$ cat src/rtl/video_tint_out.sv
// Monochrome luma to tinted RGB output stage with ce_pix-gated sync/blank pipeline.
// Optional scanline dimming is built in when VIDOUT_SCANLINE_EN is defined.
module video_tint_out #(
  parameter int IW   = 8,
  parameter int PIPE = 2
) (
  input  logic          clk_sys,
  input  logic          reset_n,
  input  logic          ce_pix,
  input  logic [IW-1:0] video_in,
  input  logic          hs_in,
  input  logic          vs_in,
  input  logic          hb_in,
  input  logic          vb_in,
  input  logic [2:0]    mode_in,
  input  logic          sl_en,
  output logic [7:0]    r_out,
  output logic [7:0]    g_out,
  output logic [7:0]    b_out,
  output logic          hs_out,
  output logic          vs_out,
  output logic          de_out,
  output logic          ce_out
);

  localparam logic [2:0] MODE_WHITE   = 3'd0;
  localparam logic [2:0] MODE_RED     = 3'd1;
  localparam logic [2:0] MODE_GREEN   = 3'd2;
  localparam logic [2:0] MODE_BLUE    = 3'd3;
  localparam logic [2:0] MODE_AMBER   = 3'd4;
  localparam logic [2:0] MODE_CYAN    = 3'd5;
  localparam logic [2:0] MODE_MAGENTA = 3'd6;
  localparam logic [2:0] MODE_YELLOW  = 3'd7;

  // MSB-first bit replication so full-scale input maps to 0xFF
  function automatic logic [7:0] expand_luma(input logic [IW-1:0] v);
    logic [7:0] y;
    for (int i = 0; i < 8; i++) y[7-i] = v[IW-1-(i%IW)];
    return y;
  endfunction

  logic [7:0]      y_q [PIPE];
  logic [7:0]      y_d [PIPE];
  logic [PIPE-1:0] hs_q, hs_d, vs_q, vs_d, de_q, de_d;
  logic [2:0]      mode_q, mode_d;
  logic            ce_q;
  logic            vs_rise;

`ifdef VIDOUT_SCANLINE_EN
  logic [PIPE-1:0] par_q, par_d;
  logic            line_par_q, line_par_d;
  logic            hs_rise;
`else
  logic            unused_sl_en;
  assign unused_sl_en = sl_en;
`endif

  always_comb begin
    y_d     = y_q;
    hs_d    = hs_q;
    vs_d    = vs_q;
    de_d    = de_q;
    vs_rise = ce_pix & vs_in & ~vs_q[0];
    mode_d  = vs_rise ? mode_in : mode_q;
`ifdef VIDOUT_SCANLINE_EN
    par_d      = par_q;
    hs_rise    = ce_pix & hs_in & ~hs_q[0];
    line_par_d = line_par_q;
    if (vs_rise)      line_par_d = 1'b0;
    else if (hs_rise) line_par_d = ~line_par_q;
`endif
    if (ce_pix) begin
      for (int i = PIPE-1; i > 0; i--) begin
        y_d[i]  = y_q[i-1];
        hs_d[i] = hs_q[i-1];
        vs_d[i] = vs_q[i-1];
        de_d[i] = de_q[i-1];
`ifdef VIDOUT_SCANLINE_EN
        par_d[i] = par_q[i-1];
`endif
      end
      y_d[0]  = expand_luma(video_in);
      hs_d[0] = hs_in;
      vs_d[0] = vs_in;
      de_d[0] = ~(hb_in | vb_in);
`ifdef VIDOUT_SCANLINE_EN
      // pixel carries the parity of the line it belongs to, including the hs edge cycle
      par_d[0] = line_par_d;
`endif
    end
  end

  always_ff @(posedge clk_sys or negedge reset_n) begin
    if (!reset_n) begin
      for (int i = 0; i < PIPE; i++) y_q[i] <= '0;
      hs_q   <= '0;
      vs_q   <= '0;
      de_q   <= '0;
      mode_q <= '0;
      ce_q   <= 1'b0;
`ifdef VIDOUT_SCANLINE_EN
      par_q      <= '0;
      line_par_q <= 1'b0;
`endif
    end else begin
      y_q    <= y_d;
      hs_q   <= hs_d;
      vs_q   <= vs_d;
      de_q   <= de_d;
      mode_q <= mode_d;
      ce_q   <= ce_pix;
`ifdef VIDOUT_SCANLINE_EN
      par_q      <= par_d;
      line_par_q <= line_par_d;
`endif
    end
  end

  logic [7:0] y_o, a_o, r_t, g_t, b_t;

  always_comb begin
    y_o = y_q[PIPE-1];
    a_o = y_o - {2'b00, y_o[7:2]};
    r_t = '0;
    g_t = '0;
    b_t = '0;
    case (mode_q)
      MODE_WHITE:   begin r_t = y_o; g_t = y_o; b_t = y_o; end
      MODE_RED:     r_t = y_o;
      MODE_GREEN:   g_t = y_o;
      MODE_BLUE:    b_t = y_o;
      MODE_AMBER:   begin r_t = y_o; g_t = a_o; end
      MODE_CYAN:    begin g_t = y_o; b_t = y_o; end
      MODE_MAGENTA: begin r_t = y_o; b_t = y_o; end
      MODE_YELLOW:  begin r_t = y_o; g_t = y_o; end
      default:      ;
    endcase
`ifdef VIDOUT_SCANLINE_EN
    if (sl_en && par_q[PIPE-1]) begin
      r_t = {1'b0, r_t[7:1]};
      g_t = {1'b0, g_t[7:1]};
      b_t = {1'b0, b_t[7:1]};
    end
`endif
    r_out = de_q[PIPE-1] ? r_t : 8'h00;
    g_out = de_q[PIPE-1] ? g_t : 8'h00;
    b_out = de_q[PIPE-1] ? b_t : 8'h00;
  end

  assign hs_out = hs_q[PIPE-1];
  assign vs_out = vs_q[PIPE-1];
  assign de_out = de_q[PIPE-1];
  assign ce_out = ce_q;

endmodule
$ cat config.mk
export PLATFORM = sky130hd
export DESIGN_NAME = video_tint_out
export DESIGN_NICKNAME = d
export VERILOG_FILES = /design/src/rtl/video_tint_out.sv
export SDC_FILE = /design/constraint.sdc
export NUM_CORES = 1
export LEC_CHECK = 0
export CORE_ASPECT_RATIO = 1.75
export CORE_MARGIN = 4
export CORE_UTILIZATION = 50
export CTS_BUF_LIST = sky130_fd_sc_hd__clkbuf_16
export CTS_CLUSTER_DIAMETER = 100
export DETAILED_ROUTE_END_ITERATION = 8
export PLACE_DENSITY = 0.85
export SETUP_SLACK_MARGIN = 0.15
export SYNTH_ARGS = -nofsm -noshare
export SYNTH_HDL_FRONTEND = slang
export SYNTH_SLANG_ARGS = --single-unit
$ cat constraint.sdc
create_clock -name clk_sys -period 4.1 [get_ports clk_sys]
set_clock_uncertainty 0.15 [all_clocks]
set_input_delay 0.615 -clock clk_sys [delete_from_list [all_inputs] [get_ports clk_sys]]
set_output_delay 0.615 -clock clk_sys [all_outputs]
set_load 0.01 [all_outputs]
# Word-level counts from Yosys, hierarchy flattened
# Index checks and enable logic that the tools add are counted.
# Widths: inputs -> output; s select.
dict set report classes {
  n_addsub 1
  n_eq_ne 7
  muxes 6
  bitwise_logic 5
  reduce_logical 4
}
# cell count
set op_table {}
lappend op_table {{$mux 8} 5}
lappend op_table {{$pmux 8 s2} 1}
lappend op_table {{$eq 3x3->1 const B} 4}
lappend op_table {{$reduce_or 4->1} 2}
lappend op_table {{$sub 8x6->8} 1}
lappend op_table {{$eq 3x2->1 const B} 2}
lappend op_table {{$reduce_or 5->1} 1}
lappend op_table {{$eq 3x1->1 const B} 1}
lappend op_table {{$logic_not 3->1} 1}
lappend op_table {{$and 1x1->1} 2}
lappend op_table {{$not 1->1} 2}
lappend op_table {{$or 1x1->1} 1}
dict set report totals {
  regBits 26
  input_bits 19
  output_inout_bits 28
  elab_cells 30
}

# Depth between registers and ports, before layout
dict set report logic_depth {
  depth_word 4
  ltp_mapped 8
  mapped_depth_nobuf 8
}

# Least setup slack after synthesis
# No wires, ideal clock.
dict set report synth_timing {
  path_type {flip-flop to output port}
  startpoint {register y_q, in the netlist y_o[0]}
  endpoint {output g_out[4]}
  arrival_ps 1724
  required_ps 3335
  setup_slack_ps 1611
  path_stages_with_launch 9
  n_path_buf 0
  cell_sequence {dfrtp_1 > inv_1 > ha_1 > inv_1 > fa_1 > a21o_1 > a21oi_1 > xor2_1 > o21ai_0}
}
dict set report synth_between {
  elab_chain_len 3
}
# item line_no
set synth_lines {}
lappend synth_lines {{start: declaration} 42} ;# logic [7:0] y_q [PIPE];
lappend synth_lines {{start signal: assignment} 106} ;# y_q <= y_d;
lappend synth_lines {{$sub 8x6->8} 123} ;# a_o = y_o - {2'b00, y_o[7:2]};
lappend synth_lines {{$pmux 8 s2} 127} ;# case (mode_q)
lappend synth_lines {{$mux 8} 146} ;# g_out = de_q[PIPE-1] ? g_t : 8'h00;
lappend synth_lines {{end: declaration} 18} ;# output logic [7:0] g_out,
# No other way between the ends.

# Worst setup path in the final report
# Same ends and word-level chain as after synthesis.

==> metrics.yaml <==
synth-seq-cells: 26
cts_made_buffers: 3
first_iter_violations: 13
design.core.area_um2: 2928
ctsHoldBuffers: 0
nets: 228
leakagePower_nw: 0.8723
synth_top_cell_by_area: "dfrtp_1"
io_buffers: 45
area_growth_pct: 36.18
cp-startpoint: "y_o[0]$_DFFE_PN0P_"
yosys_warnings: 0
route.detailed.wl_per_inst_um: 15.64
cts.sinks: 26
setup_viol: 0
finalCriticalPeriod_ns: 3.338
min_from: "y_q[13]$_DFFE_PN0P_"
min_period_over_period_pct: 81.41
cts_setup_buffers: 0
slew_violations: 0
crit_top_cell: "inv_1"
syn_area_um2: 1539
antenna_found_initial: 0
die_width_um: 49.94
clock_latency_ns: 0.25
num_rows: 26
initial_core_util_pct: 52.56
insertedDiodeCount: 0
critPathRequiredTime_ns: 3.34
drcViolationCount: 0
grt.overflow.total: 0
clk_pin_slew_ns: 0.06
fin_total_pwr_mw: 0.9102
firstDrtPassIters: 4
endpoint_kind: "output pin"
clk_path_buf_depth: 2
drive_above_1_share_pct: 13.07
gp_congestion: 0.8320
postSynthCellCount: 157
dp.cells: 223
grt_max_degree: 31
slew_headroom_pct: 25.57
rsz0062_at_grt: "false"
netlist.area_leader.share_pct: 42.28
ioPinCount: 47
max_freq_mhz: 299.6
min-delay-path-class: "reg2reg"
synth_cell_types: 37
critical-path-top-delay-family: "buffers and inverters"
dp_hpwl_um: 2786
cts_tree: "built"
grt.total_usage_pct: 18.38
r2r_start: "vs_q[0]$_DFFE_PN0P_"
worst-path-max-fanout: 3
finalCoreUtilization_pct: 71.58
dpl_cell_area_um2: 1991
post-place-ws_ns: 1.056
viasPerCell: 5.643
path_cells: "inv_1, ha_1, inv_1, fa_1, a21o_1, a21oi_1, xor2_1, o21ai_0, clkdlybuf4s50_1"
power_per_cell_area_nw_per_um2: 434.3
fin_ws_ns: 0.7622
h-tree-depth: 1
vias: 1281
setup.worst_path.class: "reg2out"
worstHoldPathCells: 2
design_area_um2: 2096
cap_violations: 0
wirelength_um: 3550
cp_slowest_stage_delay_ns: 0.58
cts_resized: 0
grt_pass1_wl_um: 5733
cts-root-buf: "clkbuf_16"
synth_seq_area_share_pct: 42.28
startpoint_type: "register"
outcome: "completed"
r2r-end: "mode_q[1]$_DFFE_PN0P_"
slowest_stage: "clkdlybuf4s50_1"
arrival_ns: 2.57
holdPathEnd: "y_o[5]$_DFFE_PN0P_"
die_h_um: 81.39
worst_pin_slew_ns: 1.113
layoutNonFillerInstCount: 227
syn_avg_cell_area_um2: 9.802
first_global_vias: 1229
die-area_um2: 4065
reg2regPathDepth: 2
drtAntennaViolNets: 0
syn_nets: 185
path_buf_inv: 3
ir_drop_uv: 299.9
r2r_slack_ns: 2.83
tns_ns: 0
hold_viol: 0
ys_top_cells_by_area: "dfrtp_1 (42%), mux2_2 (14%), ha_1 (6.5%)"
holdWs_ns: 0.3459
-- power breakdown --
| part | switching [mW] | internal (mW) | total, mW |
|---|---|---|---|
| Combinational | 0.155 | 0.150 | 0.305 |
| Sequential | 0.0392 | 0.288 | 0.328 |
| Clock | 0.0834 | 0.194 | 0.277 |
| Total | 0.277 | 0.633 | 0.910 |
-- layout make-up --
type,instances,area (µm²)
Fill cell,231,832.0
Multi-Input combinational cell,116,824.5
Sequential cell,26,650.6
Timing Repair Buffer,45,450.4
Clock buffer,3,75.07
Tap cell,28,35.03
Clock inverter,1,30.03
Inverter,8,30.03
-- cell usage after synthesis --
| cell type | n |
|---|---|
| clkbuf_2 | 1 |
| buf_1 | 1 |
| clkbuf_1 | 2 |
| inv_1 | 8 |
| o21a_1 | 2 |
| a31oi_1 | 1 |
| a211o_1 | 2 |
| nand2_1 | 15 |
| nor3_1 | 2 |
| a41oi_1 | 1 |
| xor2_1 | 1 |
| nor2b_1 | 1 |
| a21oi_1 | 2 |
| a21boi_2 | 1 |
| nand3_1 | 10 |
| a21o_1 | 2 |
| nor2_1 | 18 |
| mux2_2 | 19 |
| ha_1 | 8 |
| and3_1 | 1 |
| a211oi_2 | 1 |
| xnor2_1 | 3 |
| nand3b_1 | 2 |
| buf_2 | 2 |
| o21ai_0 | 12 |
| a32o_1 | 1 |
| o31a_1 | 1 |
| fa_1 | 1 |
| buf_4 | 1 |
| or3_1 | 1 |
| dfrtp_1 | 26 |
| o31ai_1 | 1 |
| o2111ai_1 | 1 |
| and3_2 | 1 |
| nand4_1 | 3 |
| a32oi_1 | 1 |
| nand4bb_1 | 1 |
-- sequential cells by signal, indices dropped and copies added, names as in the netlist --
signal,count
ce_out,1
y_q,8
vs_q,2
de_q,2
hs_q,2
y_o,8
mode_q,3
-- worst max-delay path by stage --
stage	to	slack (ns)	depth (start not counted)
6_report	g_out[4]	0.76	9
2_1_floorplan	g_out[4]	1.61	8
5_1_grt	g_out[4]	0.57	9
4_1_cts	g_out[4]	0.76	9
3_3_place_gp	g_out[6]	1.08	9
3_5_place_dp	g_out[4]	1.06	9
-- placed cells by master (no fill, tap or decap) --
| cell | Yosys | final |
|---|---|---|
| nand3b_1 | 2 | 2 |
| a211o_1 | 2 | 2 |
| a32o_1 | 1 | 1 |
| bufinv_16 | 0 | 1 |
| o21a_1 | 2 | 2 |
| clkdlybuf4s50_1 | 0 | 45 |
| o21ai_0 | 12 | 12 |
| nand4_1 | 3 | 3 |
| a21boi_2 | 1 | 1 |
| o2111ai_1 | 1 | 1 |
| mux2_2 | 19 | 19 |
| o31ai_1 | 1 | 1 |
| o31a_1 | 1 | 1 |
| xor2_1 | 1 | 1 |
| inv_1 | 8 | 8 |
| xnor2_1 | 3 | 3 |
| a21o_1 | 2 | 2 |
| nor2b_1 | 1 | 1 |
| clkbuf_16 | 0 | 3 |
| nor2_1 | 18 | 18 |
| and3_2 | 1 | 1 |
| a31oi_1 | 1 | 1 |
| fa_1 | 1 | 1 |
| ha_1 | 8 | 8 |
| a41oi_1 | 1 | 1 |
| and3_1 | 1 | 1 |
| a32oi_1 | 1 | 1 |
| nand4bb_1 | 1 | 1 |
| a211oi_2 | 1 | 1 |
| dfrtp_1 | 26 | 26 |
| a21oi_1 | 2 | 2 |
| nand3_1 | 10 | 10 |
| nand2_1 | 15 | 15 |
| nor3_1 | 2 | 2 |
| or3_1 | 1 | 1 |
-- routing by layer --
metal	vias to the layer above	GRT usage [%]	wire length [µm]
met5	-	0	0
met1	605	20.43	1438
li1	639	-	-
met3	2	3.853	151
met2	35	33.95	1941
met4	0	6.648	19
-- worst min-delay path, delay by kind of cell (launching register included) --
family	cells	cell delay [ns]
AO/OA/AOI/OAI	1	0.06
AND/OR/NAND/NOR	1	0.05
flip-flops	1	0.35
-- cell families (layout without fill, tap and decap cells) --
group	Yosys count	after routing	share of synthesized area, %
XOR/XNOR	4	4	2.277
adder cells (fa/ha/maj)	9	9	7.805
multiplexers	19	19	13.90
AND/OR/NAND/NOR	55	55	16.59
AO/OA/AOI/OAI	29	29	13.01
buffers and inverters	15	57	4.146
flip-flops	26	26	42.28
Note: power is estimated with default switching activity, not from simulation.
